## config.mk

```make
export PLATFORM = sky130hd
export DESIGN_NAME = inv_mixcol_seq
export DESIGN_NICKNAME = d
export VERILOG_FILES = /design/src/rtl/aes_dec_pkg.sv /design/src/rtl/inv_mixcol_lane.sv /design/src/rtl/inv_mixcol_seq.sv
export SDC_FILE = /design/constraint.sdc
export NUM_CORES = 1
export LEC_CHECK = 0
export BUFFER_PORTS_ARGS = -buffer_cell sky130_fd_sc_hd__clkbuf_2
export CAP_MARGIN = 20
export CORE_MARGIN = 5
export CORE_UTILIZATION = 40
export CTS_CLUSTER_SIZE = 28
export DETAILED_ROUTE_END_ITERATION = 10
export GPL_TIMING_DRIVEN = 0
export PLACE_DENSITY = 0.67
export SYNTH_ARGS = -nofsm -noshare
export SYNTH_HDL_FRONTEND = slang
export SYNTH_SLANG_ARGS = --single-unit
export TNS_END_PERCENT = 1
```

## constraint.sdc

```tcl
create_clock -name clk -period 2.8 [get_ports clk]
set_input_delay 0 -clock clk [delete_from_list [all_inputs] [get_ports clk]]
set_output_delay 0 -clock clk [all_outputs]
set_load 0.05 [all_outputs]
```

## src/rtl/aes_dec_pkg.sv

```systemverilog
`default_nettype none
// ============================================================================
// Module   : aes_dec_pkg
// Brief    : Shared types, constants and GF(2^8) helpers for the AES
//            decryption datapath (inverse MixColumns sequencer).
// Revision : 1.0 - initial release
// ============================================================================
package aes_dec_pkg;

    typedef logic [127:0] state_t;
    typedef logic [31:0]  col_t;

    // Reduction constant of the AES field polynomial x^8+x^4+x^3+x+1
    localparam logic [7:0] AES_POLY = 8'h1B;

    typedef enum logic [1:0] {
        IDLE = 2'd0,
        RUN  = 2'd1,
        DONE = 2'd2
    } fsm_t;

    // Multiply by x (0x02) in GF(2^8)
    function automatic logic [7:0] xtime(input logic [7:0] a);
        return {a[6:0], 1'b0} ^ (a[7] ? AES_POLY : 8'h00);
    endfunction

    // 0x09 = 8 + 1
    function automatic logic [7:0] gmul9(input logic [7:0] a);
        logic [7:0] x2, x4, x8;
        x2 = xtime(a);
        x4 = xtime(x2);
        x8 = xtime(x4);
        return x8 ^ a;
    endfunction

    // 0x0B = 8 + 2 + 1
    function automatic logic [7:0] gmulb(input logic [7:0] a);
        logic [7:0] x2, x4, x8;
        x2 = xtime(a);
        x4 = xtime(x2);
        x8 = xtime(x4);
        return x8 ^ x2 ^ a;
    endfunction

    // 0x0D = 8 + 4 + 1
    function automatic logic [7:0] gmuld(input logic [7:0] a);
        logic [7:0] x2, x4, x8;
        x2 = xtime(a);
        x4 = xtime(x2);
        x8 = xtime(x4);
        return x8 ^ x4 ^ a;
    endfunction

    // 0x0E = 8 + 4 + 2
    function automatic logic [7:0] gmule(input logic [7:0] a);
        logic [7:0] x2, x4, x8;
        x2 = xtime(a);
        x4 = xtime(x2);
        x8 = xtime(x4);
        return x8 ^ x4 ^ x2;
    endfunction

endpackage
`default_nettype wire

```

## src/rtl/inv_mixcol_lane.sv

```systemverilog
`default_nettype none
// ============================================================================
// Module   : inv_mixcol_lane
// Brief    : Combinational inverse MixColumns for one 32-bit column.
//            Byte a0 (row 0) sits in the MSB byte of the column.
// Revision : 1.0 - initial release
// ============================================================================
module inv_mixcol_lane
    import aes_dec_pkg::*;
(
    input  col_t i_col,
    output col_t o_col
);

    logic [7:0] w_a0, w_a1, w_a2, w_a3;

    assign w_a0 = i_col[31:24];
    assign w_a1 = i_col[23:16];
    assign w_a2 = i_col[15:8];
    assign w_a3 = i_col[7:0];

    // Each output row is the {e,b,d,9} row rotated right by its row index
    assign o_col[31:24] = gmule(w_a0) ^ gmulb(w_a1) ^ gmuld(w_a2) ^ gmul9(w_a3);
    assign o_col[23:16] = gmul9(w_a0) ^ gmule(w_a1) ^ gmulb(w_a2) ^ gmuld(w_a3);
    assign o_col[15:8]  = gmuld(w_a0) ^ gmul9(w_a1) ^ gmule(w_a2) ^ gmulb(w_a3);
    assign o_col[7:0]   = gmulb(w_a0) ^ gmuld(w_a1) ^ gmul9(w_a2) ^ gmule(w_a3);

endmodule
`default_nettype wire

```

## src/rtl/inv_mixcol_seq.sv

```systemverilog
`default_nettype none
// ============================================================================
// Module   : inv_mixcol_seq
// Brief    : Column-serial AES inverse MixColumns. A 128-bit state is taken
//            over valid/ready, pushed through COLS_PER_CYCLE shared column
//            lanes over NUM_PASSES cycles, then offered downstream.
//            Optional macro INV_MIXCOL_BYPASS_EN adds a 'bypass' input that
//            passes the state through unchanged with identical timing
//            (last-round path).
// Revision : 1.0 - initial release
// ============================================================================
module inv_mixcol_seq
    import aes_dec_pkg::*;
#(
    parameter int COLS_PER_CYCLE = 1
)(
    input  logic         clk,
    input  logic         rst,
    input  logic         in_valid,
    output logic         in_ready,
`ifdef INV_MIXCOL_BYPASS_EN
    input  logic         bypass,
`endif
    input  logic [127:0] in_state,
    output logic         out_valid,
    input  logic         out_ready,
    output logic [127:0] out_state,
    output logic         busy
);

    localparam int NUM_PASSES = 4 / COLS_PER_CYCLE;
    localparam int CNT_W      = (NUM_PASSES > 1) ? $clog2(NUM_PASSES) : 1;
    localparam logic [CNT_W-1:0] LAST_PASS = CNT_W'(NUM_PASSES - 1);

    if (COLS_PER_CYCLE != 1 && COLS_PER_CYCLE != 2 && COLS_PER_CYCLE != 4) begin : g_bad_cols
        $error("inv_mixcol_seq: COLS_PER_CYCLE must be 1, 2 or 4");
    end

    fsm_t             r_state;
    logic [CNT_W-1:0] r_cnt;
    state_t           r_src;
    state_t           r_res;
    state_t           r_out_state;
    logic             r_in_ready;
    logic             r_out_valid;
    logic             r_busy;
`ifdef INV_MIXCOL_BYPASS_EN
    logic             r_byp;
`endif

    logic [1:0] w_col_idx  [COLS_PER_CYCLE];
    col_t       w_lane_in  [COLS_PER_CYCLE];
    col_t       w_lane_raw [COLS_PER_CYCLE];
    col_t       w_lane_out [COLS_PER_CYCLE];
    state_t     w_res_next;

    // Column c lives at bits [127-32c -: 32], i.e. base offset {~c, 5'b0}
    for (genvar g = 0; g < COLS_PER_CYCLE; g++) begin : g_lane
        assign w_col_idx[g] = 2'(int'(r_cnt) * COLS_PER_CYCLE + g);
        assign w_lane_in[g] = r_src[{~w_col_idx[g], 5'd0} +: 32];

        inv_mixcol_lane u_lane (
            .i_col (w_lane_in[g]),
            .o_col (w_lane_raw[g])
        );

`ifdef INV_MIXCOL_BYPASS_EN
        assign w_lane_out[g] = r_byp ? w_lane_in[g] : w_lane_raw[g];
`else
        assign w_lane_out[g] = w_lane_raw[g];
`endif
    end

    // Merge this pass's lane results into the partial result
    always_comb begin
        w_res_next = r_res;
        for (int i = 0; i < COLS_PER_CYCLE; i++) begin
            w_res_next[{~w_col_idx[i], 5'd0} +: 32] = w_lane_out[i];
        end
    end

    // Control FSM with registered handshake outputs
    always_ff @(posedge clk) begin
        if (rst) begin
            r_state     <= IDLE;
            r_cnt       <= '0;
            r_src       <= '0;
            r_res       <= '0;
            r_out_state <= '0;
            r_in_ready  <= 1'b1;
            r_out_valid <= 1'b0;
            r_busy      <= 1'b0;
`ifdef INV_MIXCOL_BYPASS_EN
            r_byp       <= 1'b0;
`endif
        end else begin
            case (r_state)
                IDLE: begin
                    if (in_valid && r_in_ready) begin
                        r_src      <= in_state;
                        r_cnt      <= '0;
                        r_in_ready <= 1'b0;
                        r_busy     <= 1'b1;
`ifdef INV_MIXCOL_BYPASS_EN
                        r_byp      <= bypass;
`endif
                        r_state    <= RUN;
                    end
                end
                RUN: begin
                    r_res <= w_res_next;
                    if (r_cnt == LAST_PASS) begin
                        // out_state is only loaded from a complete result
                        r_out_state <= w_res_next;
                        r_out_valid <= 1'b1;
                        r_cnt       <= '0;
                        r_state     <= DONE;
                    end else begin
                        r_cnt <= r_cnt + 1'b1;
                    end
                end
                DONE: begin
                    if (out_ready) begin
                        r_out_valid <= 1'b0;
                        r_in_ready  <= 1'b1;
                        r_busy      <= 1'b0;
                        r_state     <= IDLE;
                    end
                end
                default: begin
                    r_out_valid <= 1'b0;
                    r_in_ready  <= 1'b1;
                    r_busy      <= 1'b0;
                    r_state     <= IDLE;
                end
            endcase
        end
    end

    assign in_ready  = r_in_ready;
    assign out_valid = r_out_valid;
    assign out_state = r_out_state;
    assign busy      = r_busy;

endmodule
`default_nettype wire

```

==> results of run 1 <==
[repair_timing]
item / CTS / global route
pin swaps: 65 / 64
buffers inserted: 66 / 51
gates resized for setup: 162 / 86
hold endpoints to repair: 132 / 0
cloned: 2 / 0
hold buffers: 131 / 0
setup endpoints to repair: 160 / 160
[worst min-delay path by stage]
| stage | from | slack, ps | to | depth (start not counted) |
|---|---|---|---|---|
| final | in_state[33] | 220 | r_src[33]$_SDFFE_PP0P_ | 4 |
| after global routing | in_state[59] | 210 | r_src[59]$_SDFFE_PP0P_ | 4 |
| after CTS | rst | 190 | r_res[41]$_SDFFE_PP0P_ | 3 |
| after detailed placement | in_state[41] | 230 | r_src[41]$_SDFFE_PP0P_ | 3 |
| after global placement | in_state[41] | 230 | r_src[41]$_SDFFE_PP0P_ | 3 |
| after floorplan | in_state[0] | 140 | r_src[0]$_SDFFE_PP0P_ | 2 |
[registers in the layout (all words and copies together), names as in the netlist]
name / cells
out_state: 128
r_res: 128
r_src: 128
r_cnt: 2
r_state: 2
busy: 1
in_ready: 1
out_valid: 1
[cells in the mapped netlist (all sizes together)]
cell type	instances
a21o	1
a21oi	248
a221oi	22
a22o	50
a22oi	68
a31oi	1
and2	1
and3	10
buf	24
clkbuf	123
dfxtp	391
ha	5
inv	4
mux4	32
nand2	389
nand2b	3
nand3	2
nand3b	97
nand4b	1
nor2	96
nor2b	4
nor3	25
nor4	1
nor4b	1
o21ai	10
o21bai	1
or2	1
xnor2	126
xnor3	19
xor2	26
xor3	6
[routing by layer]
| metal | vias up | share of wire | global-route usage | wire length, um |
|---|---|---|---|---|
| li1 | 7255 | - | - | - |
| met4 | 0 | 0.055 | 0.121 | 3590 |
| met3 | 259 | 0.10 | 0.0590 | 6700 |
| met2 | 1065 | 0.47 | 0.422 | 30600 |
| met1 | 7791 | 0.37 | 0.328 | 24500 |
| met5 | - | 0 | 0 | 0 |
[power by group through the flow]
stage | clock [W] | sequential [W] | combinational [W]
after global routing | 0.00610 | 0.00596 | 0.0101
after floorplan | 0 | 0.00601 | 0.00298
final | 0.00583 | 0.00595 | 0.0100
after CTS | 0.00583 | 0.00593 | 0.00830
after detailed placement | 0 | 0.00605 | 0.00515
after global placement | 0 | 0.00604 | 0.00511
[cell families (layout without fill, tap and decap cells)]
kind of cell             count (synthesis)  after routing  synth area share
XOR/XNOR                               177            177             0.123
other                                    0              3                 0
adder cells (fa/ha/maj)                  5              5           0.00377
AND/OR/NAND/NOR                        631            631             0.170
buffers and inverters                  151            732            0.0379
flip-flops                             391            391             0.472
AO/OA/AOI/OAI                          401            401             0.149
multiplexers                            32             32            0.0434
[final cells by class]
cell class | count | area (um^2) | area share
Multi-Input combinational cell | 1246 | 9470 | 0.395
Clock inverter | 14 | 186 | 0.00778
Buffer | 142 | 699 | 0.0292
Sequential cell | 391 | 7840 | 0.327
Inverter | 4 | 15.0 | 0.000627
Tap cell | 532 | 666 | 0.0278
Clock buffer | 62 | 1270 | 0.0529
Antenna cell | 3 | 7.51 | 0.000313
Timing Repair Buffer | 510 | 3810 | 0.159
[stage by stage]
step | hold WS (ps) | setup slack (ps)
6_report | 223 | -517
5_1_grt | 214 | -552
4_1_cts | 191 | -397
3_5_place_dp | 228 | -1370
3_3_place_gp | 230 | -1310
2_1_floorplan | 136 | -148
[worst max-delay path, cell delays in order (launching register included)]
cell                        delay [ps]
sky130_fd_sc_hd__dfxtp_4           400
sky130_fd_sc_hd__buf_12            160
sky130_fd_sc_hd__bufbuf_16         280
sky130_fd_sc_hd__mux4_2            620
sky130_fd_sc_hd__xnor3_2           550
sky130_fd_sc_hd__xor2_1            470
sky130_fd_sc_hd__xnor2_4           180
sky130_fd_sc_hd__xnor2_4           190
sky130_fd_sc_hd__buf_12            150
sky130_fd_sc_hd__nand2_1            90
sky130_fd_sc_hd__o21ai_0            90
==> out/metrics.cfg, run 1 <==
[run_status]
outcome = complete, but fails checks
failing_checks = negative setup slack

[power]
power_switching_share = 0.355
power.share.clock = 0.267
seq_power_share = 0.273
p_per_area_nw_per_um2 = 910
power.share.combinational = 0.460
design_power_total_w = 0.0218
p_leak_nw = 9.46
max-vdd-ir-drop_mv = 0.652
p_switching_w = 0.00773
internal_power_w = 0.0141

[floorplanning]
die_w_um = 214
dieArea_um2 = 45600
core_area_um2 = 40900
die_y_um = 214
placement_rows = 74
floorplan.initialDensity = 0.405
ios = 263

[clocking]
clkTransAtPathRegs_ps = 70
tritoncts_clock_tree = done
clock_sinks = 391
cts-root-to-sink-buffers = 3
cts-buffers-inserted = 43
cts_root_buffer = sky130_fd_sc_hd__clkbuf_16
insertion_delay_ps = 560
h-tree-depth = 2

[sta]
final-setup-viol-count = 160
timing_hold_violations_final = 0
skew_ps = 14.6
final_max_slew_viol_count = 0
setup_total_negative_slack_ps = -48960
max_clock_freq_mhz = 301
slew_headroom = 0.298
shortest_clock_period_the_worst_path_allows_after_layout_ps = 3320
grt_setup_unrepaired = true
post-route-worst-setup-slack_ps = -517
worst_pin_slew_ps = 1050
post-route-period-util = 1.18

[logic_synthesis]
synth-seq-cells = 391
netlist_instances = 1788
syn-num-nets = 1925
synth_warnings = 0
synth_sequential_area_ratio = 0.472
ys_top_cells_by_area = sky130_fd_sc_hd__dfxtp_1 (47%), sky130_fd_sc_hd__nand2_1 (8.8%), sky130_fd_sc_hd__a21oi_1 (7.5%)
yosys.area.top_type = sky130_fd_sc_hd__dfxtp_1
syn-cell-area_um2 = 16600
post_synth.cell_area_avg_um2 = 9.28
synth_top_area_frac = 0.472
netlist-cell-type-count = 40

[run]
max_cap_viol_count = 0

[cells_and_area]
area_growth_pct = 44.4
final_cells = 2904
nets = 2475
fillers = 3264
layout.cells.most_common = sky130_fd_sc_hd__dfxtp_1
mostFrequentLayoutCells = sky130_fd_sc_hd__dfxtp_1 (389), sky130_fd_sc_hd__nand2_1 (386), sky130_fd_sc_hd__clkbuf_2 (266), sky130_fd_sc_hd__a21oi_1 (246), sky130_fd_sc_hd__dlygate4sd3_1 (131)
post_route_cells_drive_above_1_share = 0.279
final_core_utilization = 0.585
layout.cell_area.non_filler_um2 = 24000

[detailed_routing]
count_of_vias_placed_by_the_detailed_router = 16400
detail_route.wl_per_cell_um = 22.5
drt_wl_total_um = 65400
drt_first_iter_violations = 1968
drt-vias-per-instance = 5.64
drt_first_pass_iters = 8
detail-route-antenna-nets = 0
drt_drc_violations_left = 0

[worst_setup_path]
worst-r2r-setup-slack_ps = -520
timing.rr.start = r_cnt[0]$_SDFFE_PP0P_
crit_start = r_cnt[0]$_SDFFE_PP0P_
critical_path.endpoint_type = register
crit_path_end = out_state[12]$_SDFFE_PP0P_
critical_path_class = reg2reg
timing.reg2reg.worst_path_depth = 10
critical_path_peak_fanout = 8
critPathArrivalTime_ps = 3740
timing.rr.end = out_state[12]$_SDFFE_PP0P_
setup.worst_path.start_class = register
critical_path_required_ps = 3230

[place]
buffer_ports.inserted = 261
dpl_cell_area_um2 = 18600
gp_congestion = 0.921
detailed_place_hpwl_um = 40200
dp.cells = 2581

[worst_hold_path]
hold_path.class = in2reg

[grt]
global_route.usage.total = 0.259
grt_first_pass_wirelength_um = 90900
first_global_vias = 15600
grt_max_degree = 15
antenna_found_initial = 2
gr-total-overflow = 0

Power figures use the tool's default switching activity.
==> inputs of run 2 (changes only) <==
--- a/config.mk
+++ b/config.mk
@@ -5,6 +5,7 @@
 export SDC_FILE = /design/constraint.sdc
 export NUM_CORES = 1
 export LEC_CHECK = 0
+export ABC_AREA = 1
 export BUFFER_PORTS_ARGS = -buffer_cell sky130_fd_sc_hd__clkbuf_2
 export CAP_MARGIN = 20
 export CORE_MARGIN = 5
@@ -12,7 +13,7 @@
 export CTS_CLUSTER_SIZE = 28
 export DETAILED_ROUTE_END_ITERATION = 10
 export GPL_TIMING_DRIVEN = 0
-export PLACE_DENSITY = 0.67
+export PLACE_DENSITY = 0.66
 export SYNTH_ARGS = -nofsm -noshare
 export SYNTH_HDL_FRONTEND = slang
 export SYNTH_SLANG_ARGS = --single-unit
==> run 2 against run 1 <==
The run still ends with negative setup slack left. Critical path depth increased by 8. Synthesized cell count increased by 89%. Sequential power increased by 20%. Die area increased by 29%. Count of clock-buffer cells in the layout decreased by 1. Utilization decreased by 3.2 points. First-iteration DRC count increased by 18%. Non-clock buffer count increased by 32. Clock power decreased by 1%. Critical path type unchanged. Setup slack improved by 430 ps. Combinational power increased to 2.9 times the previous value. Highest routed layer unchanged.
==> out/metrics.cfg, run 2 <==
[run_status]
outcome = complete, but fails checks
failing_checks = negative setup slack

[logic_synthesis]
synth_top_area_frac = 0.361
ys_top_cells_by_area = sky130_fd_sc_hd__dfxtp_1 (36%), sky130_fd_sc_hd__nand2_1 (16%), sky130_fd_sc_hd__nand3_1 (8.0%)
syn-cell-area_um2 = 21700
synth_most_common_cell = sky130_fd_sc_hd__nand2_1
primary_flip_flop_cell_chosen_by_synthesis_mapping = sky130_fd_sc_hd__dfxtp_1
netlist_instances = 3373
post_synth.cell_area_avg_um2 = 6.43
yosys-top-cells-count = sky130_fd_sc_hd__nand2_1 (914), sky130_fd_sc_hd__nor2_1 (418), sky130_fd_sc_hd__dfxtp_1 (391), sky130_fd_sc_hd__inv_1 (391), sky130_fd_sc_hd__nand3_1 (349)
ys_async_sr_fraction = 0
synth_warnings = 0
synth-edff-count = 0
yosys.area.top_type = sky130_fd_sc_hd__dfxtp_1
syn-num-nets = 3510
netlist-cell-type-count = 41
synth-seq-cells = 391
synth_sequential_area_ratio = 0.361

[place]
gp_congestion = 0.997
buffer_ports.inserted = 262
detailed_place_hpwl_um = 61700
dpl_worst_slack_ps = -1340

[worst_setup_path]
critPathArrivalTime_ps = 3420
critical_path_peak_fanout = 7
setup.worst_path.start_class = register
path_delay_family = simple AND/OR/NAND/NOR gates
slowest_stage = sky130_fd_sc_hd__dfxtp_4
critical_path_cell_count = 18
worst-r2r-setup-slack_ps = -90
critical_path_required_ps = 3330
critical_path.endpoint_type = register
timing.critical_path.buf_inv = 5
cp_cell_sequence = buf_12 -> inv_8 -> buf_12 -> nand2_1 -> nand3_4 -> nand2_8 -> buf_4 -> nor2_1 -> nor2_4 -> xor2_1 -> xor2_1 -> xor2_2 -> nand2_2 -> nor2_4 -> nand2_1 -> nand3_1 -> nand2_1 -> inv_1
path_common_cell = sky130_fd_sc_hd__nand2_1
peak_per_stage_delay_on_the_critical_path_ps = 350
critical_path_class = reg2reg
timing.reg2reg.worst_path_depth = 18

[clocking]
clkTransAtPathRegs_ps = 60
tritoncts_clock_tree = done
clock_sinks = 391
h-tree-depth = 2
insertion_delay_ps = 600
cts-buffers-inserted = 42
cts-root-to-sink-buffers = 3
cts_root_buffer = sky130_fd_sc_hd__clkbuf_16

[grt]
grt_max_degree = 14
antenna_found_initial = 0
gr-total-overflow = 0
global_route.usage.total = 0.268
first_global_vias = 21700
grt_first_pass_wirelength_um = 125000

[detailed_routing]
detail_route.wl_per_cell_um = 18.7
drt_first_pass_iters = 6
detail-route-antenna-nets = 0
drt_drc_violations_left = 0
drt-vias-per-instance = 5.24
drt_wl_total_um = 86700
count_of_vias_placed_by_the_detailed_router = 24300
drt_first_iter_violations = 2318

[cells_and_area]
mostFrequentLayoutCells = sky130_fd_sc_hd__nand2_1 (747), sky130_fd_sc_hd__nor2_1 (404), sky130_fd_sc_hd__dfxtp_1 (389), sky130_fd_sc_hd__inv_1 (383), sky130_fd_sc_hd__clkbuf_2 (276)
post_route_cells_drive_above_1_share = 0.225
antennaDiodeCount = 0
multi_input_gate_area_in_the_final_layout_um2 = 13500
nets = 4046
register_area_um2 = 7840
area_growth_pct = 37.2
fillers = 5087
layout.cells.most_common = sky130_fd_sc_hd__nand2_1

[floorplanning]
die_w_um = 243
floorplan.initialDensity = 0.403
die_y_um = 243
ios = 263
dieArea_um2 = 59000
core_area_um2 = 53800
placement_rows = 85

[power]
max-vdd-ir-drop_mv = 1.33
p_leak_nw = 14.8
design_power_total_w = 0.0424
p_per_area_nw_per_um2 = 1420

[sta]
post-route-worst-setup-slack_ps = -92.2
final-setup-viol-count = 59
skew_ps = 28.4
slew_headroom = 0.252
worst_pin_slew_ps = 1120
shortest_clock_period_the_worst_path_allows_after_layout_ps = 2890
max_clock_freq_mhz = 346
timing_hold_violations_final = 0
whs_ps = 199
grt_setup_unrepaired = true
final_max_slew_viol_count = 0
post-route-period-util = 1.03

[run]
max_cap_viol_count = 0

[worst_hold_path]
whs_path_depth = 4
hold_path.class = in2reg

## run 2: cell types whose count changed in the layout (fill, tap and decap cells not counted), moves of 73 or more
cell                       before  now
sky130_fd_sc_hd__nand3_1        2  270
sky130_fd_sc_hd__o21ai_0        9  187
sky130_fd_sc_hd__a21oi_1      246   62
sky130_fd_sc_hd__inv_1          4  383
sky130_fd_sc_hd__nand2_1      386  747
sky130_fd_sc_hd__nand3_2        0   73
sky130_fd_sc_hd__nand3b_1      97   10
sky130_fd_sc_hd__nand2_2        3  120
sky130_fd_sc_hd__nand2_4        0   85
sky130_fd_sc_hd__nor2_1        95  404
sky130_fd_sc_hd__o21a_1         0   87
## run 2: what timing repair did
item,in CTS,in global routing
pin swaps,43,124
buffers inserted,28,67
cloned,0,6
endpoints found under the setup margin,390,356
endpoints found under the hold margin,132,0
hold buffers,130,0
resized for setup,238,340
## run 2: final timing paths
check,to,start
min,r_src[92]$_SDFFE_PP0P_,in_state[92]
min reg2reg,r_src[15]$_SDFFE_PP0P_,r_src[15]$_SDFFE_PP0P_
max,r_res[104]$_SDFFE_PP0P_,r_cnt[0]$_SDFFE_PP0P_
max reg2reg,r_res[104]$_SDFFE_PP0P_,r_cnt[0]$_SDFFE_PP0P_
## run 2: kinds of logic after synthesis
kind of cell / count (synthesis) / share of synthesized area
compound gates: 479 / 0.131
fa+ha+maj: 5 / 0.00288
flops: 391 / 0.361
buf+inv: 589 / 0.109
simple gates: 1789 / 0.346
xor+xnor: 120 / 0.0509
## run 2: per-layer routing
layer	track usage	up-vias	part of all wire	routed length, um
met4	0.119	0	0.061	5280
li1	-	11700	-	-
met3	0.0514	302	0.090	7830
met1	0.356	11000	0.41	35300
met2	0.426	1275	0.44	38200
met5	0	-	0	0
## run 2: power breakdown
group / internal [W] / leakage, nW / total (W) / switching, W
logic: 0.00996 / 10.9 / 0.0295 / 0.0195
registers: 0.00658 / 3.20 / 0.00714 / 0.000552
clock network: 0.00334 / 0.695 / 0.00575 / 0.00240
total: 0.0199 / 14.8 / 0.0424 / 0.0225
## run 2: worst reg2reg max path: stages (launching register included)
cell and delay, ps:
sky130_fd_sc_hd__dfxtp_4 350, sky130_fd_sc_hd__buf_12 150, sky130_fd_sc_hd__inv_8 90, sky130_fd_sc_hd__buf_12 150
sky130_fd_sc_hd__nand2_1 100, sky130_fd_sc_hd__nand3_4 120, sky130_fd_sc_hd__nand2_8 110, sky130_fd_sc_hd__buf_4 170
sky130_fd_sc_hd__nor2_1 220, sky130_fd_sc_hd__nor2_4 90, sky130_fd_sc_hd__xor2_1 200, sky130_fd_sc_hd__xor2_1 260
sky130_fd_sc_hd__xor2_2 250, sky130_fd_sc_hd__nand2_2 130, sky130_fd_sc_hd__nor2_4 160, sky130_fd_sc_hd__nand2_1 110
sky130_fd_sc_hd__nand3_1 80, sky130_fd_sc_hd__nand2_1 60, sky130_fd_sc_hd__inv_1 50
## run 2: layout make-up
cell class	count	share of cell area
inverter	397	0.0510
clock inverter	13	0.00614
buffer	191	0.0364
clock buffer	61	0.0414
timing repair buffer	493	0.120
tap	696	0.0293
multi-input combinational	2393	0.453
sequential	391	0.263
## run 2: through the flow
step                      utilization  instance area, um^2  setup TNS [ps]  instances
after global routing            0.553                29800          -20040       4635
final                           0.553                29800           -1810       4635
after global placement          0.444                23900         -259960       4331
after floorplan                     -                21700           -3.20       3373
after detailed placement        0.444                23900         -266910       4331
after CTS                       0.515                27700           -1220       4563
